[config.mk]
export PLATFORM = sky130hd
export DESIGN_NAME = cmd_entry
export DESIGN_NICKNAME = d
export VERILOG_FILES = /design/src/rtl/cmd_entry.sv
export SDC_FILE = /design/constraint.sdc
export NUM_CORES = 1
export LEC_CHECK = 0
export BUFFER_PORTS_ARGS = -buffer_cell sky130_fd_sc_hd__buf_2
export CAP_MARGIN = 20
export CELL_PAD_IN_SITES_DETAIL_PLACEMENT = 1
export CELL_PAD_IN_SITES_GLOBAL_PLACEMENT = 2
export CORE_MARGIN = 4
export CORE_UTILIZATION = 30
export CTS_CLUSTER_DIAMETER = 200
export DETAILED_ROUTE_END_ITERATION = 8
export PLACE_DENSITY_LB_ADDON = 0.1
export SKIP_CTS_REPAIR_TIMING = 1
export SYNTH_ARGS = -nofsm -noshare
export SYNTH_HDL_FRONTEND = slang
export SYNTH_SLANG_ARGS = --single-unit
[constraint.sdc]
create_clock -name clk -period 1.9 [get_ports clk]
set_input_delay 0.57 -clock clk [delete_from_list [all_inputs] [get_ports clk]]
set_output_delay 0.57 -clock clk [all_outputs]
set_load 0.01 [all_outputs]
[src/rtl/cmd_entry.sv]
// cmd_entry: button/switch command producer with two-half operand assembly and timeout auto-push
module cmd_entry #(
    parameter int SW_W    = 16,
    parameter int DATA_W  = 32,
    parameter int TIMEOUT = 100_000_000
) (
    input  logic              clk,
    input  logic              rst,
    input  logic [SW_W-1:0]   switches,
    input  logic [4:0]        btn_db,
    input  logic              cmd_ready,
    output logic              cmd_valid,
    output logic              cmd_push,
    output logic [DATA_W-1:0] cmd_data,
    output logic [3:0]        cmd_op,
    output logic [DATA_W-1:0] entry_val,
    output logic              hi_pending
);
    localparam int TW = $clog2(TIMEOUT + 1);
    typedef enum logic [1:0] {IDLE, LO_HELD, SEND} state_t;
    state_t            state_q, state_d;
    logic [4:0]        btn_prev_q;
    logic [4:0]        rise;
    logic [3:0]        op_sel;
    logic [TW-1:0]     timer_q, timer_d;
    logic              cmd_valid_q, cmd_valid_d;
    logic              cmd_push_q, cmd_push_d;
    logic [DATA_W-1:0] cmd_data_q, cmd_data_d;
    logic [3:0]        cmd_op_q, cmd_op_d;
    logic [DATA_W-1:0] entry_val_q, entry_val_d;
    logic              hi_pending_q, hi_pending_d;
    logic              commit;
    logic [DATA_W-1:0] commit_val;
    assign rise   = btn_db & ~btn_prev_q;
    assign op_sel = rise[1] ? 4'b0001 : rise[2] ? 4'b0010 : rise[3] ? 4'b0100 : rise[4] ? 4'b1000 : 4'b0000;
    assign commit = rise[0] || timer_q == TW'(TIMEOUT - 1);
    // an explicit enter supplies the high half; a timeout leaves it zero
    assign commit_val = {rise[0] ? switches : {SW_W{1'b0}}, entry_val_q[SW_W-1:0]};
    always_comb begin
        state_d      = state_q;
        timer_d      = timer_q;
        cmd_valid_d  = cmd_valid_q;
        cmd_push_d   = cmd_push_q;
        cmd_data_d   = cmd_data_q;
        cmd_op_d     = cmd_op_q;
        entry_val_d  = entry_val_q;
        hi_pending_d = hi_pending_q;
        case (state_q)
            IDLE: begin
                if (rise[0]) begin
                    entry_val_d  = {{(DATA_W - SW_W){1'b0}}, switches};
                    hi_pending_d = 1'b1;
                    timer_d      = '0;
                    state_d      = LO_HELD;
                end else if (|rise[4:1]) begin
                    cmd_op_d    = op_sel;
                    cmd_push_d  = 1'b0;
                    cmd_data_d  = '0;
                    cmd_valid_d = 1'b1;
                    state_d     = SEND;
                end
            end
            LO_HELD: begin
                timer_d = timer_q + 1'b1;
                if (commit) begin
                    entry_val_d  = commit_val;
                    cmd_data_d   = commit_val;
                    cmd_push_d   = 1'b1;
                    cmd_op_d     = 4'b0000;
                    cmd_valid_d  = 1'b1;
                    hi_pending_d = 1'b0;
                    state_d      = SEND;
                end
            end
            SEND: begin
                if (cmd_ready) begin
                    cmd_valid_d = 1'b0;
                    cmd_push_d  = 1'b0;
                    cmd_data_d  = '0;
                    cmd_op_d    = 4'b0000;
                    entry_val_d = '0;
                    state_d     = IDLE;
                end
            end
            default: state_d = IDLE;
        endcase
    end
    always_ff @(posedge clk) begin
        if (!rst) begin
            state_q      <= IDLE;
            btn_prev_q   <= '0;
            timer_q      <= '0;
            cmd_valid_q  <= 1'b0;
            cmd_push_q   <= 1'b0;
            cmd_data_q   <= '0;
            cmd_op_q     <= '0;
            entry_val_q  <= '0;
            hi_pending_q <= 1'b0;
        end else begin
            state_q      <= state_d;
            btn_prev_q   <= btn_db;
            timer_q      <= timer_d;
            cmd_valid_q  <= cmd_valid_d;
            cmd_push_q   <= cmd_push_d;
            cmd_data_q   <= cmd_data_d;
            cmd_op_q     <= cmd_op_d;
            entry_val_q  <= entry_val_d;
            hi_pending_q <= hi_pending_d;
        end
    end
    assign cmd_valid  = cmd_valid_q;
    assign cmd_push   = cmd_push_q;
    assign cmd_data   = cmd_data_q;
    assign cmd_op     = cmd_op_q;
    assign entry_val  = entry_val_q;
    assign hi_pending = hi_pending_q;
endmodule

---- Word-level counts from Yosys, hierarchy flattened ----
Cells that the tools add are included.
Widths: inputs -> output; s select.
cells by class
  $add $sub $neg .......................... 1
  multipliers ............................. 0
  divide/modulo/power cells ............... 0
  order comparisons ....................... 0
  eq/ne operators ......................... 9
  shift-type cells ........................ 0
  multiplexer cells ....................... 36
  bitwise logic cells ..................... 3
  reduce and logical (&&, ||, !) cells .... 12
operator list
  kind                   number
  $mux 32                6
  $pmux 32 s3            2
  $pmux 27 s2            1
  $mux 4                 8
  $add 27x1->27 const B  1
  $eq 27x27->1 const B   1
  $mux 27                1
  $mux 16                1
  $pmux 4 s3             1
  $ne 2x2->1 const B     5
  $mux 1                 8
  $mux 2                 4
  $reduce_and 4->1       2
  $pmux 1 s3             2
  $pmux 2 s3             1
  $reduce_and 3->1       2
  $and 5x5->5            1
  $not 5->5              1
  $reduce_and 5->1       1
  $reduce_bool 2->1      2
  $reduce_or 4->1        1
  $ne 3x3->1 const B     1
  $reduce_bool 3->1      1
  $eq 2x1->1 const B     1
  other kinds (6)        6
storage, ports and cells
  register bits ........................... 105
  latch bits .............................. 0
  bits in writable memories ............... 0
  bits in read-only memories .............. 0
  output and inout port bits .............. 71
  logic and storage cells ................. 71
  memories kept ........................... 0

---- Depth between registers and ports, before layout ----
Gate-level depths: netlist (run 1).
  depth in word-level cells ............... 9
  gate-level depth with buffers ........... 9
  gate-level depth less buffers ........... 7

---- Least setup slack after synthesis (run 1) ----
No wires, ideal clock.
  path type ............................... register -> register
  start point ............................. reg state_q[0]
  end point ............................... reg entry_val_q[20] (netlist: entry_val[20])
  setup time .............................. 117 ps
  data arrival time ....................... 1847 ps
  data required time ...................... 1783 ps
  slack ................................... -64 ps
  stages on the path, launching flop included .. 8
  buffers on the path ..................... 1
  period minus slack after synthesis ...... 1964 ps
  cells stage by stage .................... dfxtp_1 -> inv_1 -> ha_1 -> nor2b_1 -> or2_1 -> a221o_1 -> buf_6 -> a22o_1
between the ends
  word-level cells in the longest chain between the ends .. 3
  elaborated cells on any way between the ends .. 9
ends and longest elaborated chain
  item                                                              RTL line  source
  from (decl)                                                       21        state_t state_q, state_d;
  from (signal assigned)                                            100       state_q <= state_d;
  $eq 2x1->1, or another cell as far along                          48        case (state_q)
  $ne 2x2->1 (no line) / $reduce_bool 3->1 (equally long branches)  --
  $reduce_and 4->1 (no line)                                        --
  to (signal assigned)                                              107       entry_val_q <= entry_val_d;
  to (decl)                                                         30        logic [DATA_W-1:0] entry_val_q, entry_val_d;
Parallel ways exist; a longest one is shown, timed or not.
A chain may end at the register's enable or synchronous reset.

---- Final worst setup path (run 1) ----
  start point ............................. reg state_q[1]
  end point ............................... reg timer_q[25]
between the ends
  word-level cells in the longest chain between the ends .. 3
  elaborated cells on any way between the ends .. 6
ends and longest elaborated chain
  item                                                              RTL line  source
  $eq 2x1->1 / $logic_not 2->1 (equally long branches)              48
  $reduce_bool 2->1 (no line) / $ne 2x2->1 (equally long branches)  --
  $reduce_and 2->1 (no line)                                        --
  to (signal assigned)                                              102       timer_q <= timer_d;
  to (decl)                                                         25        logic [TW-1:0] timer_q, timer_d;
Parallel ways exist; a longest one is shown, timed or not.

==> results of run 1 <==
==> cell usage in the layout (no fill, tap or decap), types with 15 or more instances in the layout <==
master,synthesis,layout
buf_4,2,63
mux2i_1,22,21
nand2_1,57,56
xor2_1,15,15
buf_2,4,94
a32o_1,16,16
nand3_1,26,26
dfxtp_1,105,96
nand3b_1,19,19
a22o_1,15,15
a21oi_1,28,23
nor2_1,23,23
==> layout make-up <==
class / instances / area, um2
tap: 180 / 225
clock buffer: 10 / 239
inverter: 6 / 30.0
clock inverter: 6 / 71.3
timing repair buffer: 170 / 1140
multi-input combinational: 308 / 2200
fill: 1624 / 7970
sequential: 105 / 2120
==> through the flow <==
| stage | setup TNS [ns] | utilization (%) |
|---|---|---|
| after floorplan | -0.0124 | - |
| after global placement | -5.63 | 38.5 |
| after detailed placement | -8.55 | 38.5 |
| after CTS | -6.50 | 40.7 |
| after global routing | -1.32 | 43.1 |
| final | -0.148 | 43.1 |
==> sequential cells by signal (all words and copies together) (netlist names) <==
name / cells
btn_prev_q: 5
cmd_data: 32
cmd_op: 4
cmd_push: 1
cmd_valid: 1
entry_val: 32
hi_pending: 1
state_q: 2
timer_q: 27
==> kinds of logic after synthesis <==
logic type,after synthesis
buffers and inverters,34
AND/OR/NAND/NOR,181
multiplexers,22
adder cells (fa/ha/maj),5
XOR/XNOR,17
flip-flops,105
AO/OA/AOI/OAI,83
==> path summary, 6_finish.rpt <==
path                   end  cells past startpoint  slack, ns       start
max            timer_q[25]                      8      -0.04  state_q[1]
min          btn_prev_q[2]                      2       0.43   btn_db[2]
min reg2reg      cmd_op[2]                      2       0.46   cmd_op[2]
max reg2reg    timer_q[25]                      8      -0.04  state_q[1]
==> critical path, delay by kind of cell (launching register included) <==
kind / cells / cell delay, ns
adders and majority gates: 1 / 0.16
AOI/OAI and AO/OA: 2 / 0.31
buffers and inverters: 2 / 0.17
DFF: 1 / 0.39
and+or+nand+nor: 3 / 0.84
==> per-layer routing <==
metal / global-route usage, % / up-vias / wire length [um]
li1: - / 1912 / -
met1: 22.6 / 1870 / 6610
met2: 24.3 / 69 / 6120
met3: 3.54 / 13 / 598
met4: 5.62 / 0 / 199
met5: 0 / - / 0
==> report_power, final <==
part	switching (mW)	internal, mW
clock network	0.962	0.973
registers	0.0687	2.27
logic	0.546	0.511
total	1.58	3.76
==> results.py, run 1 <==
metrics = {
    "clocking": {
        "cts_buffers": 9,
        "htree_levels": 3,
        "cts_tree": "built",
        "clockBufferDepth": 2,
        "cts_root_buf": "clkbuf_16",
        "path_clk_slew_ns": 0.08,
        "clock_latency_ns": 0.35,
        "clock_sinks": 105,
    },
    "floorplanning": {
        "dieArea_um2": 16300,
        "die_width_um": 128,
        "ioPinCount": 95,
        "die_height_um": 128,
        "start_util_pct": 30.8,
        "rows": 43,
        "core_um2": 14000,
    },
    "hold_path": {
        "hp-class": "in2reg",
    },
    "critical_path": {
        "cp.required_ns": 2.19,
        "critPathMaxStageDelay_ns": 0.56,
        "crit_arrival_ns": 2.23,
        "path_class": "reg2reg",
        "cp_max_fo": 8,
        "crit_path_end_kind": "flip-flop",
        "path_cells": "inv_6 > ha_4 > nand2b_4 > buf_6 > a21oi_4 > nand3_4 > or4_4 > a21oi_2",
        "critPathSlowestCell": "or4_4",
        "startpoint_type": "flip-flop",
    },
    "logic_synthesis": {
        "synth_edf_count": 0,
        "syn_inst": 447,
        "synthSimpleGateAreaFrac_pct": 22.9,
        "synth_compound_area_share_pct": 14.3,
        "yosysMostFrequentCell": "dfxtp_1",
        "synth_top_family_by_area": "simple AND/OR/NAND/NOR gates",
        "synth_area_leaders": "dfxtp_1 (49%), mux2i_1 (5.1%), nand2_1 (5.0%)",
        "dominantRegCellSynth": "dfxtp_1",
        "synthMuxAreaShare_pct": 5.11,
        "ys_types": 48,
        "netlist_top_cells_count": "dfxtp_1 (105), nand2_1 (57), a21oi_1 (28)",
        "synth-seq-cells": 105,
        "yosys.area_share.xor_xnor_pct": 3.46,
        "async_flop_share_pct": 0,
        "ys_warn_count": 0,
        "synth_fp_nets": 476,
        "syn_area_um2": 4310,
        "syn_area_per_cell_um2": 9.64,
        "synth_top_area_share_pct": 48.8,
        "synthAdderAreaFrac_pct": 1.45,
        "yosysTopAreaCell": "dfxtp_1",
        "seq_area_frac_synth_pct": 48.8,
    },
    "pwr": {
        "p_leak_nw": 2.55,
        "power_density_nw_per_um2": 886,
        "ir_drop_mv": 0.432,
        "power_mw": 5.34,
    },
    "grt": {
        "grt_max_degree": 44,
        "antenna_found_initial": 0,
        "grt_usage_pct": 16.1,
        "grt_pass1_wl_mm": 20.9,
        "grt_pass1_vias": 3988,
        "grt_overflow": 0,
    },
    "final_layout": {
        "nNetsFinal": 629,
        "fin_area_um2": 6020,
        "drive_above_1_share_pct": 37.7,
        "final_cells": 785,
        "area_growth_pct": 39.8,
        "n_antenna_cell": 0,
    },
    "placement": {
        "place.gp.congestion": 0.774,
        "hpwl_mm": 9.63,
        "pre_cts_ws_ns": -0.209,
        "place_area_um2": 5390,
        "port_buffers": 94,
        "dp.cells": 756,
    },
    "sta": {
        "slew_headroom_pct": 69.3,
        "fin_crit_sh_pct": 102,
        "max_freq_ghz": 0.515,
        "min_period_ns": 1.94,
        "finalMaxSlewViolations": 0,
        "skew_ns": 0.00988,
        "hold_ws_ns": 0.428,
        "rsz0062_at_grt": "yes",
        "worst_slack_ns": -0.0419,
        "tightest_slew_ns": 0.460,
        "finalSetupViolations": 16,
        "finalHoldViolations": 0,
    },
    "outcome": {
        "violations": "negative setup slack",
        "run_status": "complete, but fails checks",
    },
    "detailed_routing": {
        "ant_nets": 0,
        "dr.pass1.iters": 4,
        "routedWlPerCell_um": 17.2,
        "viasPerCell": 4.92,
        "post-route-drc-count": 0,
        "vias": 3864,
        "first_iter_violations": 134,
        "wirelength_mm": 13.5,
    },
    "run": {
        "drv_cap": 0,
    },
}
No activity file was read; power rests on OpenSTA's default activity.
==> inputs of run 2 (changes only) <==
--- a/config.mk
+++ b/config.mk
@@ -10,7 +10,7 @@
 export CELL_PAD_IN_SITES_DETAIL_PLACEMENT = 1
 export CELL_PAD_IN_SITES_GLOBAL_PLACEMENT = 2
 export CORE_MARGIN = 4
-export CORE_UTILIZATION = 30
+export CORE_UTILIZATION = 35
 export CTS_CLUSTER_DIAMETER = 200
 export DETAILED_ROUTE_END_ITERATION = 8
 export PLACE_DENSITY_LB_ADDON = 0.1
==> constraint.sdc (replaced) <==
create_clock -name clk -period 2.5 [get_ports clk]
set_input_delay 0.75 -clock clk [delete_from_list [all_inputs] [get_ports clk]]
set_output_delay 0.75 -clock clk [all_outputs]
set_load 0.01 [all_outputs]
==> run 2 against run 1 <==
Compared with the run above:
- the run now ends clean
- setup slack better by 0.25 ns
- power decreased by 30%
- clock power shrank 30%
- via count shrank 6.1%
- core utilization is 0.82 points higher
- critical endpoint is now timer_q[26]
==> results.py, run 2 (synthesis results as in run 1) <==
metrics = {
    "outcome": {
        "run_status": "finished clean",
    },
    "clocking": {
        "cts_buffers": 9,
        "htree_levels": 3,
        "clock_latency_ns": 0.35,
        "path_clk_slew_ns": 0.07,
        "clock_sinks": 105,
        "clockBufferDepth": 2,
        "cts_tree": "built",
        "cts_root_buf": "clkbuf_16",
    },
    "hold_path": {
        "hp-class": "reg2reg",
        "hp-start": "cmd_op[3]",
    },
    "floorplanning": {
        "die_height_um": 119,
        "die_width_um": 119,
        "rows": 40,
        "ioPinCount": 95,
        "dieArea_um2": 14200,
        "core_um2": 12000,
        "start_util_pct": 35.9,
    },
    "critical_path": {
        "setup.worst_path.start": "state_q[0]",
        "cp.required_ns": 2.78,
        "startpoint_type": "flip-flop",
        "cp_max_fo": 7,
        "crit_arrival_ns": 2.56,
        "path_class": "reg2reg",
        "crit_path_end_kind": "flip-flop",
        "r2r-start": "state_q[0]",
    },
    "grt": {
        "grt_pass1_vias": 3723,
        "grt_usage_pct": 17.3,
        "antenna_found_initial": 0,
        "grt_overflow": 0,
        "grt_max_degree": 42,
        "grt_pass1_wl_mm": 19.8,
    },
    "pwr": {
        "power_frac_seq_pct": 47.5,
        "ir_drop_mv": 0.278,
        "p_leak_nw": 2.20,
        "p_comb_share_pct": 16.1,
        "internal-power_mw": 2.66,
        "switching_power_mw": 1.06,
        "swShare_pct": 28.4,
        "power_density_nw_per_um2": 707,
        "power.share.clock_pct": 36.4,
    },
    "final_layout": {
        "n_antenna_cell": 0,
        "regArea_um2": 2100,
        "fin_area_um2": 5270,
        "fillers": 1390,
        "fin_util_pct": 43.9,
        "multi_input_area_um2": 2050,
        "layout_commonest_cell": "dfxtp_1",
        "final_cells": 696,
        "final_cell_mix": "dfxtp_1 (105), buf_2 (94), nand2_1 (57)",
        "nNetsFinal": 573,
        "drive_above_1_share_pct": 25.5,
        "area_growth_pct": 22.3,
    },
    "detailed_routing": {
        "viasPerCell": 5.21,
        "wirelength_mm": 12.2,
        "vias": 3629,
        "met1Wirelength_mm": 6.23,
        "route.met3.wl_um": 544,
        "post-route-drc-count": 0,
        "top_layer": "met4",
        "first_iter_violations": 200,
        "routedWlPerCell_um": 17.5,
        "ant_nets": 0,
        "dr_wl_met2_mm": 5.23,
        "dr.pass1.iters": 4,
    },
    "placement": {
        "place_area_um2": 4980,
        "port_buffers": 94,
        "place.gp.congestion": 0.751,
        "dp.cells": 679,
        "hpwl_mm": 8.79,
    },
    "sta": {
        "max_freq_ghz": 0.437,
        "finalSetupViolations": 0,
        "tightest_slew_ns": 0.710,
        "min_period_ns": 2.29,
        "finalHoldViolations": 0,
        "fin_tns_setup_ns": 0,
        "finalMaxSlewViolations": 0,
        "rsz0062_at_grt": "no",
        "skew_ns": 0.00844,
        "slew_headroom_pct": 52.6,
        "fin_crit_sh_pct": 91.5,
    },
    "run": {
        "drv_cap": 0,
    },
}
[run 2: cell count changes in the layout (fill, tap and decap cells not counted), moves of 4 or more]
| cell | change |
|---|---|
| ha_1 | +4 |
| buf_4 | -45 |
| a21oi_1 | +5 |
| a21oi_2 | -4 |
| buf_6 | -7 |
| dfxtp_1 | +9 |
| dfxtp_2 | -7 |
[run 2: power by group through the flow]
stage | combinational (mW) | clock, mW | sequential [mW]
2_1_floorplan | 0.369 | 0 | 1.82
3_3_place_gp | 0.599 | 0 | 1.81
3_5_place_dp | 0.607 | 0 | 1.81
4_1_cts | 0.609 | 1.40 | 1.77
5_1_grt | 0.658 | 1.46 | 1.78
6_report | 0.599 | 1.35 | 1.77
[run 2: final timing paths]
| path | end | slack, ns | cells past startpoint |
|---|---|---|---|
| max | timer_q[26] | 0.21 | 7 |
| min | cmd_op[3] | 0.46 | 2 |
| max reg2reg | timer_q[26] | 0.21 | 7 |
| min reg2reg | cmd_op[3] | 0.46 | 2 |
[run 2: routing by layer]
metal  vias up  track usage, %
li1       1799               -
met1      1748            24.5
met2        71            25.9
met3        11            4.13
met4         0            5.72
met5         -               0
[run 2: area by class of cell]
| class | instances | area share, % |
|---|---|---|
| Inverter | 6 | 0.427 |
| Clock buffer | 10 | 4.53 |
| Sequential cell | 105 | 39.9 |
| Multi-Input combinational cell | 308 | 38.8 |
| Tap cell | 147 | 3.49 |
| Timing Repair Buffer | 114 | 12.1 |
| Clock inverter | 6 | 0.760 |
[run 2: critical path: stages, from the launching register on]
cell,delay [ns]
dfxtp_1,0.39
inv_1,0.08
ha_1,0.29
nand2b_1,0.30
a21oi_1,0.26
nand4_1,0.32
or3_1,0.44
a21oi_1,0.14
[run 2: through the flow]
step                      setup WS, ns  hold slack (ns)  power (mW)
after floorplan                  0.509            0.453        2.19
after detailed placement        0.0255            0.454        2.42
after global placement          0.0585            0.443        2.41
final                            0.213            0.458        3.72
after CTS                        0.205            0.465        3.78
after global routing            0.0279            0.488        3.90
